--- src/rtl/mem_wb_stage.sv ---
// mem_wb_stage: memory-access stage between the EX/MEM and MEM/WB pipeline registers.
//   Performs loads and stores over a req/ack data-memory port. It aligns and extends
//   load data, selects the writeback source and registers the MEM/WB outputs.
// Ports:
//   clk, rst_n                 clock (rising edge), asynchronous active-low reset
//   in_valid_i .. mem_write_i  instruction fields from the EX/MEM register
//   stall_o                    holds EX/MEM and earlier stages while an access is pending
//   dmem_*                     data-memory request port (word address, byte enables)
//   wb_valid_o/addr_o/data_o   registered register-file write, one-cycle pulse
//   misalign_o                 one-cycle pulse when a memory op is dropped as misaligned
// The byte-lane logic (4 byte enables, 4x/2x store replication) assumes XLEN == 32.
module mem_wb_stage #(
    parameter int ADDR_W = 32,
    parameter int XLEN   = 32
) (
    input  logic              clk,
    input  logic              rst_n,
    input  logic              in_valid_i,
    input  logic [XLEN-1:0]   advance_pc_i,
    input  logic [XLEN-1:0]   alu_result_i,
    input  logic [XLEN-1:0]   reg_2_data_i,
    input  logic [4:0]        reg_write_data_addr_i,
    input  logic [1:0]        mem_width_i,
    input  logic              mem_sign_extend_i,
    input  logic [1:0]        reg_src_i,
    input  logic              mem_write_i,
    output logic              stall_o,
    output logic              dmem_req_o,
    output logic              dmem_we_o,
    output logic [ADDR_W-1:0] dmem_addr_o,
    output logic [XLEN-1:0]   dmem_wdata_o,
    output logic [3:0]        dmem_be_o,
    input  logic              dmem_ack_i,
    input  logic [XLEN-1:0]   dmem_rdata_i,
    output logic              wb_valid_o,
    output logic [4:0]        wb_addr_o,
    output logic [XLEN-1:0]   wb_data_o,
    output logic              misalign_o
);

    typedef enum logic {IDLE, BUSY} state_t;
    state_t state;

    // Access attributes latched at request time; the load result is extracted
    // from these, not from the upstream fields.
    logic [1:0] a_q;
    logic [1:0] width_q;
    logic       sign_q;
    logic [4:0] rd_q;
    logic       we_q;

    logic [1:0]      a_lo;
    logic            mem_op;
    logic            misalign;
    logic            start;
    logic [3:0]      be_nxt;
    logic [XLEN-1:0] wdata_nxt;
    logic [XLEN-1:0] alu_wb;
    logic [XLEN-1:0] shifted;
    logic [XLEN-1:0] load_data;

    assign a_lo   = alu_result_i[1:0];
    assign mem_op = mem_write_i | (reg_src_i == 2'b01);
    assign start  = in_valid_i & mem_op & ~misalign;
    assign alu_wb = (reg_src_i == 2'b10) ? advance_pc_i : alu_result_i;

    always_comb begin
        case (mem_width_i)
            2'b00:   misalign = 1'b0;
            2'b01:   misalign = a_lo[0];
            2'b10:   misalign = |a_lo;
            default: misalign = 1'b1;
        endcase
    end

    // Stall covers the request cycle in IDLE and every BUSY cycle until ack,
    // so upstream advances on the same edge that retires the access.
    assign stall_o = (state == IDLE) ? start : ~dmem_ack_i;

    always_comb begin
        case (mem_width_i)
            2'b00: begin
                be_nxt    = 4'b0001 << a_lo;
                wdata_nxt = {4{reg_2_data_i[7:0]}};
            end
            2'b01: begin
                be_nxt    = 4'b0011 << {a_lo[1], 1'b0};
                wdata_nxt = {2{reg_2_data_i[15:0]}};
            end
            default: begin
                be_nxt    = 4'b1111;
                wdata_nxt = reg_2_data_i;
            end
        endcase
    end

    assign shifted = dmem_rdata_i >> {a_q, 3'b000};

    always_comb begin
        case (width_q)
            2'b00:   load_data = {{(XLEN-8){sign_q & shifted[7]}}, shifted[7:0]};
            2'b01:   load_data = {{(XLEN-16){sign_q & shifted[15]}}, shifted[15:0]};
            default: load_data = shifted;
        endcase
    end

    always_ff @(posedge clk or negedge rst_n) begin
        if (!rst_n) begin
            state        <= IDLE;
            a_q          <= '0;
            width_q      <= '0;
            sign_q       <= 1'b0;
            rd_q         <= '0;
            we_q         <= 1'b0;
            dmem_req_o   <= 1'b0;
            dmem_we_o    <= 1'b0;
            dmem_addr_o  <= '0;
            dmem_wdata_o <= '0;
            dmem_be_o    <= '0;
            wb_valid_o   <= 1'b0;
            wb_addr_o    <= '0;
            wb_data_o    <= '0;
            misalign_o   <= 1'b0;
        end else begin
            wb_valid_o <= 1'b0;
            misalign_o <= 1'b0;
            case (state)
                IDLE: begin
                    if (in_valid_i) begin
                        if (!mem_op) begin
                            wb_valid_o <= (reg_write_data_addr_i != 5'd0);
                            wb_addr_o  <= reg_write_data_addr_i;
                            wb_data_o  <= alu_wb;
                        end else if (misalign) begin
                            misalign_o <= 1'b1;
                        end else begin
                            state        <= BUSY;
                            a_q          <= a_lo;
                            width_q      <= mem_width_i;
                            sign_q       <= mem_sign_extend_i;
                            rd_q         <= reg_write_data_addr_i;
                            we_q         <= mem_write_i;
                            dmem_req_o   <= 1'b1;
                            dmem_we_o    <= mem_write_i;
                            dmem_addr_o  <= {alu_result_i[ADDR_W-1:2], 2'b00};
                            dmem_be_o    <= be_nxt;
                            dmem_wdata_o <= wdata_nxt;
                        end
                    end
                end
                BUSY: begin
                    // dmem_* hold their values until the ack edge.
                    if (dmem_ack_i) begin
                        state      <= IDLE;
                        dmem_req_o <= 1'b0;
                        dmem_we_o  <= 1'b0;
                        if (!we_q) begin
                            wb_valid_o <= (rd_q != 5'd0);
                            wb_addr_o  <= rd_q;
                            wb_data_o  <= load_data;
                        end
                    end
                end
                default: state <= IDLE;
            endcase
        end
    end

endmodule

--- config.mk ---
export PLATFORM = sky130hd
export DESIGN_NAME = mem_wb_stage
export DESIGN_NICKNAME = d
export VERILOG_FILES = /design/src/rtl/mem_wb_stage.sv
export SDC_FILE = /design/constraint.sdc
export NUM_CORES = 1
export LEC_CHECK = 0
export CELL_PAD_IN_SITES_DETAIL_PLACEMENT = 0
export CELL_PAD_IN_SITES_GLOBAL_PLACEMENT = 1
export CORE_MARGIN = 2
export CORE_UTILIZATION = 33
export DETAILED_ROUTE_END_ITERATION = 6
export GPL_TIMING_DRIVEN = 0
export HOLD_SLACK_MARGIN = 0.12
export PLACE_DENSITY = 0.8
export SETUP_SLACK_MARGIN = 0.15
export SLEW_MARGIN = 20
export SYNTH_ARGS = -nofsm -noshare
export SYNTH_HDL_FRONTEND = slang
export SYNTH_SLANG_ARGS = --single-unit
--- constraint.sdc ---
create_clock -name clk -period 2.4 [get_ports clk]
set_input_delay 0.48 -clock clk [delete_from_list [all_inputs] [get_ports clk]]
set_output_delay 0.48 -clock clk [all_outputs]
set_load 0.01 [all_outputs]
# Word level (Yosys, flattened, before mapping)

Cells that the tools add are included.
W data, S select, Z words.

Multiplexer cells: 39
Eq/ne operators: 11
Reductions and logical operators: 8
Shift-type cells: 3
Bitwise gates (word level): 8

Operators with widths:

| operator              | number |
|---|---|
| $pmux W32 S2          | 3 |
| $mux W32              | 5 |
| $shr A32 B5 Y32       | 1 |
| $mux W1               | 20 |
| $mux W5               | 4 |
| $ne A2 B2 Y1 const B  | 6 |
| $reduce_and A4 Y1     | 3 |
| $pmux W5 S2           | 1 |
| $reduce_bool A5 Y1    | 2 |
| $pmux W1 S2           | 4 |
| $pmux W4 S2           | 1 |
| $eq A2 B1 Y1 const B  | 3 |
| $and A1 B1 Y1         | 4 |
| $eq A2 B2 Y1 const B  | 2 |
| $logic_not A2 Y1      | 2 |
| $shl A1 B2 Y4 const A | 1 |
| $shl A2 B2 Y4 const A | 1 |
| $not A1 Y1            | 3 |
| $pmux W1 S3           | 1 |
| $reduce_or A2 Y1      | 1 |
| $or A1 B1 Y1          | 1 |

Input port bits: 143
Word-level logic and storage cells: 84
Flip-flop bits (word level): 119

# Longest topological paths before layout

Gate-level depths: netlist of run 1.

Depth in word-level cells: 6
Mapped depth: 8

# Least setup slack after synthesis of run 1

No wires, ideal clock.

Kind: input to output
Start: input alu_result_i[1]
End: output stall_o
Buffers on the path: 4
Stages: 8
Data arrival time: 1.692 ns
Path slack: 0.228 ns
Cells stage by stage: buf_6 -> o21a_1 -> o22ai_4 -> and2_1 -> buf_6 -> buf_6 -> buf_6 -> a21o_1

Cells in the longest elaborated chain, start to end: 5

RTL lines:

| item                 | RTL line | source |
|---|---|---|
| from (decl)          | 20       | `input logic [XLEN-1:0] alu_result_i,` |
| $reduce_or A2 Y1     | 71       | `2'b10: misalign = \|a_lo;` |
| $pmux W1 S3          | 68       | `case (mem_width_i)` |
| $not A1 Y1 (no line) | -        |  |
| $and A1 B1 Y1        | 64       | `assign start = in_valid_i & mem_op & ~misalign;` |
| $mux W1              | 78       | `assign stall_o = (state == IDLE) ? start : ~dmem_ack_i;` |
| to (decl)            | 27       | `output logic stall_o,` |

Every way passes these cells.

# Worst setup path after layout of run 1

Start: input reg_src_i[0]
End: output stall_o

Cells in the longest elaborated chain, start to end: 5

RTL lines:

| item                        | RTL line | source |
|---|---|---|
| from (decl)                 | 25       | `input logic [1:0] reg_src_i,` |
| $eq A2 B1 Y1                | 63       | `assign mem_op = mem_write_i \| (reg_src_i == 2'b01);` |
| $or A1 B1 Y1                | 63       |  |
| $and A1 B1 Y1 (2 in series) | 64       |  |
| $mux W1                     | 78       |  |

Every way passes these cells.

==> results of run 1 <==
-- flip-flops by register name, summed over array words and instances (netlist names) --
name	count
misalign_o	1
we_q	1
wb_data_o	32
rd_q	5
dmem_req_o	1
dmem_we_o	1
dmem_be_o	4
wb_addr_o	5
sign_q	1
dmem_wdata_o	32
state	1
wb_valid_o	1
dmem_addr_o	30
width_q	2
a_q	2
-- what timing repair did --
| item | in CTS | in global routing |
|---|---|---|
| gates resized for setup | 24 | 1 |
| setup endpoints to repair | 1 | 2 |
| hold buffers | 1 | 0 |
| hold endpoints to repair | 28 | 0 |
| setup buffers | 9 | 5 |
| pin swaps | 1 | 1 |
-- per-stage QoR --
| stage | cells | hold slack [ns] |
|---|---|---|
| final | 1127 | 0.351 |
| after global routing | 1127 | 0.348 |
| after CTS | 1121 | 0.333 |
| after detailed placement | 1079 | 0.351 |
| after global placement | 1078 | 0.465 |
| after floorplan | 570 | 0.184 |
-- area by class of cell --
class                      instances  area (um^2)
tap                              260          325
fill                            1761         8880
sequential                       119         2980
clock buffer                      20          457
antenna                            1         2.50
inverter                           3         11.3
buffer                            54          358
timing repair buffer             264         2630
clock inverter                    12          150
multi-input combinational        394         3110
-- layout by cell type, fill, tap and decap left out, types with 17 or more instances in the layout --
| cell | instances |
|---|---|
| clkdlybuf4s50_1 | 240 |
| dfrtp_1 | 119 |
| a21oi_1 | 71 |
| mux2_1 | 56 |
| mux2i_1 | 46 |
| nand2_1 | 35 |
| nor2b_1 | 28 |
| a211oi_1 | 28 |
| buf_4 | 21 |
| o21ai_0 | 17 |
| clkbuf_16 | 17 |
-- power breakdown --
| part | switching (uW) | internal, uW |
|---|---|---|
| Sequential | 362 | 2640 |
| Combinational | 1470 | 1950 |
| Clock | 959 | 1680 |
-- layer usage --
metal / vias to the layer above / GRT usage [%] / part of all wire [%]
met5: - / 0 / 0.071
met4: 2 / 6.04 / 1.2
li1: 2694 / - / -
met2: 233 / 37.0 / 48
met1: 2816 / 27.4 / 42
met3: 19 / 7.10 / 8.5
-- worst min path at each step --
stage	end	slack, ns	depth (start not counted)
5_1_grt	a_q[1]$_DFFE_PN0P_	0.35	2
2_1_floorplan	a_q[0]$_DFFE_PN0P_	0.18	0
4_1_cts	a_q[1]$_DFFE_PN0P_	0.33	2
3_5_place_dp	dmem_wdata_o[6]$_DFFE_PN0P_	0.35	1
3_3_place_gp	dmem_req_o$_DFFE_PN0P_	0.46	1
6_report	a_q[1]$_DFFE_PN0P_	0.35	2
-- worst max-delay path, delay by kind of cell --
kind            cells  cell delay [ns]
simple gates        2             0.27
compound gates      2             0.35
buf+inv             5             0.69
-- logic make-up after synthesis --
group	share of synthesized area [%]
XOR/XNOR	0.273
flip-flops	46.5
other	0.0585
multiplexers	22.6
AND/OR/NAND/NOR	8.38
buffers and inverters	5.37
AO/OA/AOI/OAI	16.8
==> impl_metrics.ini, run 1 <==
[status]
status = completed

[setup_path]
endpoint = stall_o
critPathLaunchType = input port
cp_max_fo = 2
critPathCaptureType = primary output
r2r_start = state$_DFF_PN0_
reg2reg_to = wb_data_o[7]$_DFFE_PN0P_
path_cells = dlygate4sd2_1 -> nor2b_4 -> o21a_1 -> and2_4 -> buf_6 -> buf_12 -> buf_8 -> a21o_1 -> buf_6
arrival_ns = 1.80
cp-startpoint = reg_src_i[0]
r2r_cells = 9
r2r_slack_ns = 0.33
cpMostUsedCell = buf_6
worstSetupPathType = input port to primary output
critPathMaxStageDelay_ns = 0.24
crit_slowest_cell = dlygate4sd2_1
worstPathRequired_ns = 1.92

[route]
wl_per_cell_um = 20.1
via_per_inst = 5.11
drt-initial-drc-count = 419
drc_errors = 0
routed-via-count = 5764
routed_wl_mm = 22.6
antenna_left = 0
dr.pass1.iters = 4

[sta]
fin_ws_ns = 0.116
period_share_pct = 95.2
fin_worst_skew_ns = 0.0112
hold_viol = 0
slew_headroom_pct = 39.9
setup_tns_ns = 0
worst_pin_slew_ns = 0.898
fmax_mhz = 438
finalMaxSlewViolations = 0
finalSetupViolations = 0
rsz0062_at_grt = true
fin_crit_ns = 2.28

[finish]
drive_gt1_share_pct = 13.6
fin_nets = 996
syn2layout_area_growth_pct = 56.3
utilization_pct = 53.0
fin_area_mm2 = 0.0100

[place]
pre_cts_ws_ns = -0.946
port_buffers = 248
dp_hpwl_mm = 17.0
gp_congestion = 0.808
place_area_mm2 = 0.00925

[grt]
overflow = 0
grt_use_total_pct = 22.1
grt_max_degree = 92
grt_pass1_wl_mm = 34.0
grt_pass1_vias = 5878
antenna_found_initial = 2

[power_and_ir_drop]
total_power_uw = 9060
power_leakage_uw = 0.00404
ir_drop_mv = 0.588
power_per_cell_area_mw_per_mm2 = 905

[worst_hold_path]
worstHoldPathType = input port to flop
min-delay-start = alu_result_i[1]

[synthesis]
yosys_warnings = 0
synth_top_area_cell = dfrtp_1
synthesis.area_mm2 = 0.00641
synth_top_area_share_pct = 46.5
ys.flop_type = dfrtp_1
synth_common_cells = dfrtp_1 (119), a21oi_1 (71), mux2_1 (56)
synth-seq-area-share_pct = 46.5
yosysMostFrequentCell = dfrtp_1
synth.area.top_cells = dfrtp_1 (46%), mux2_1 (9.8%), mux2i_1 (7.2%)
synth-edff-count = 0
avgSynthCellArea_um2 = 11.3
synthArstFlopShare_pct = 100
netlist_instances = 569
yosys.cell_types.count = 50
synth-seq-cells = 119

[floorplan]
start_util_pct = 33.9
die_h_um = 143
core_mm2 = 0.0189
ios = 253
die_w_um = 143
rows = 50
dieArea_mm2 = 0.0206

[clocking]
root_buffer = clkbuf_16
tritoncts = yes
cts-buffers-inserted = 17
clock_sinks = 119
clk_path_buf_depth = 2
clk_pin_slew_ns = 0.05
ctsHtreeMaxLevel = 4
insertion_delay_ns = 0.42

[job]
maxCapViolCount = 0
Note: power is estimated with default switching activity, not from simulation.
==> inputs of run 2 (changes only) <==
--- a/config.mk
+++ b/config.mk
@@ -7,6 +7,7 @@
 export LEC_CHECK = 0
 export CELL_PAD_IN_SITES_DETAIL_PLACEMENT = 0
 export CELL_PAD_IN_SITES_GLOBAL_PLACEMENT = 1
+export CORE_ASPECT_RATIO = 0.9
 export CORE_MARGIN = 2
 export CORE_UTILIZATION = 33
 export DETAILED_ROUTE_END_ITERATION = 6
==> run 2 against run 1 <==
  * Largest cell class unchanged
  * Power grew 1.9%
  * Fmax barely moved
  * First-iteration DRC count fell by 38%
  * Clock skew about the same
  * Setup slack improved by 0.0011 ns
  * Register-to-register slack hardly changed
==> impl_metrics.ini, run 2 (synthesized netlist as in run 1, its figures left out) <==
[status]
status = completed

[place]
pre_cts_ws_ns = -0.937
gp_congestion = 0.826
dp_hpwl_mm = 16.9
port_buffers = 248
dp_cells = 1069

[floorplan]
core_mm2 = 0.0191
die_h_um = 136
rows = 48
dieArea_mm2 = 0.0206
start_util_pct = 33.6
die_w_um = 151
ios = 253

[sta]
hold_viol = 0
slew_headroom_pct = 36.4
fin_worst_skew_ns = 0.0108
setup_tns_ns = 0
period_share_pct = 95.1
fin_crit_ns = 2.28
rsz0062_at_grt = true
worst_pin_slew_ns = 0.950
finalMaxSlewViolations = 0
fin_ws_ns = 0.117
finalSetupViolations = 0
fmax_mhz = 438
whs_ns = 0.353

[finish]
fin_nets = 991
layout_common_cells = clkdlybuf4s50_1 (240), dfrtp_1 (119), a21oi_1 (71), mux2_1 (56), mux2i_1 (46)
drive_gt1_share_pct = 12.9
utilization_pct = 52.3
syn2layout_area_growth_pct = 55.9
fin_cells = 1113
reg_top3 = dmem_wdata_o (32), wb_data_o (32), dmem_addr_o (30)
layout_commonest_cell = clkdlybuf4s50_1

[worst_hold_path]
worstHoldPathType = input port to flop
holdPathStages = 2
min-delay-start = alu_result_i[1]

[setup_path]
worstPathRequired_ns = 1.92
r2r_slack_ns = 0.33
critPathLaunchType = input port
cp-startpoint = alu_result_i[0]
worstSetupPathType = input port to primary output
critPathCaptureType = primary output
r2r_cells = 7
arrival_ns = 1.80
r2r_start = state$_DFF_PN0_
cp_max_fo = 4

[clocking]
tritoncts = yes
clk_pin_slew_ns = 0.05
root_buffer = clkbuf_16
clock_sinks = 119
insertion_delay_ns = 0.42
cts-buffers-inserted = 17
clk_path_buf_depth = 2
ctsHtreeMaxLevel = 4

[grt]
antenna_found_initial = 2
grt_pass1_wl_mm = 34.6
overflow = 0
grt_max_degree = 71
grt_pass1_vias = 6035
grt_use_total_pct = 22.4

[job]
maxCapViolCount = 0

[route]
via_per_inst = 5.24
routed_wl_mm = 23.1
wl_per_cell_um = 20.8
drc_errors = 0
routed-via-count = 5827
antenna_left = 0
dr.pass1.iters = 4
drt-initial-drc-count = 258

[power_and_ir_drop]
power_leakage_uw = 0.00402
ir_drop_mv = 0.513
power_per_cell_area_mw_per_mm2 = 924
run 2: changes by cell type in the layout (fill, tap and decap cells not counted):
| cell | change |
|---|---|
| buf_4 | -5 |
| bufinv_16 | +1 |
| clkbuf_1 | +1 |
| clkdlybuf4s15_1 | +2 |
| clkdlybuf4s15_2 | -1 |
| clkinv_2 | -2 |
| diode_2 | +1 |
| dlygate4sd2_1 | -1 |
run 2: critical path: stages:
cell and delay [ns]:
clkdlybuf4s15_1 0.28, o21a_1 0.18, o22ai_4 0.08, and2_4 0.17
buf_6 0.12, buf_12 0.11, buf_8 0.11, a21o_1 0.16
buf_6 0.12
run 2: routing by layer:
metal,vias to the layer above,global-route usage [%],share of wire (%)
met5,-,0,0.056
met4,2,6.33,1.7
met3,27,8.05,9.6
met2,228,35.2,46
met1,2889,29.2,43
li1,2681,-,-
run 2: worst paths after layout:
path	end
max	stall_o
min	a_q[1]$_DFFE_PN0P_
max reg2reg	wb_data_o[29]$_DFFE_PN0P_
min reg2reg	dmem_addr_o[30]$_DFFE_PN0P_
max in group asynchronous	wb_data_o[11]$_DFFE_PN0P_
min in group asynchronous	dmem_wdata_o[4]$_DFFE_PN0P_
run 2: metrics by stage:
step | power, uW | area [um^2]
6_report | 9240 | 9990
5_1_grt | 9700 | 9990
4_1_cts | 9290 | 9980
3_5_place_dp | 6430 | 9240
3_3_place_gp | 6390 | 9210
2_1_floorplan | 4510 | 6410
run 2: power by group:
group	total (uW)	leakage, uW	internal (uW)	switching (uW)
clock	2800	0.000300	1790	1010
sequential	3000	0.00138	2640	361
combinational	3430	0.00234	1940	1490
total	9240	0.00402	6380	2860
run 2: final cells by class:
cell class                 count  area, um^2
sequential                   119        2980
inverter                       3        11.3
clock inverter                11         170
multi-input combinational    394        3110
fill                        1743        9110
antenna                        2        5.00
tap                          250         313
buffer                        54         358
timing repair buffer         259        2590
clock buffer                  21         460
run 2: timing repair:
action                                  4_1_cts  5_1_grt
endpoints found under the setup margin        1        2
hold buffers                                  1        0
gates resized for setup                      24        1
setup buffers                                 8        1
cloned                                        0        0
hold endpoints to repair                     49        0
pin swaps                                     1        0
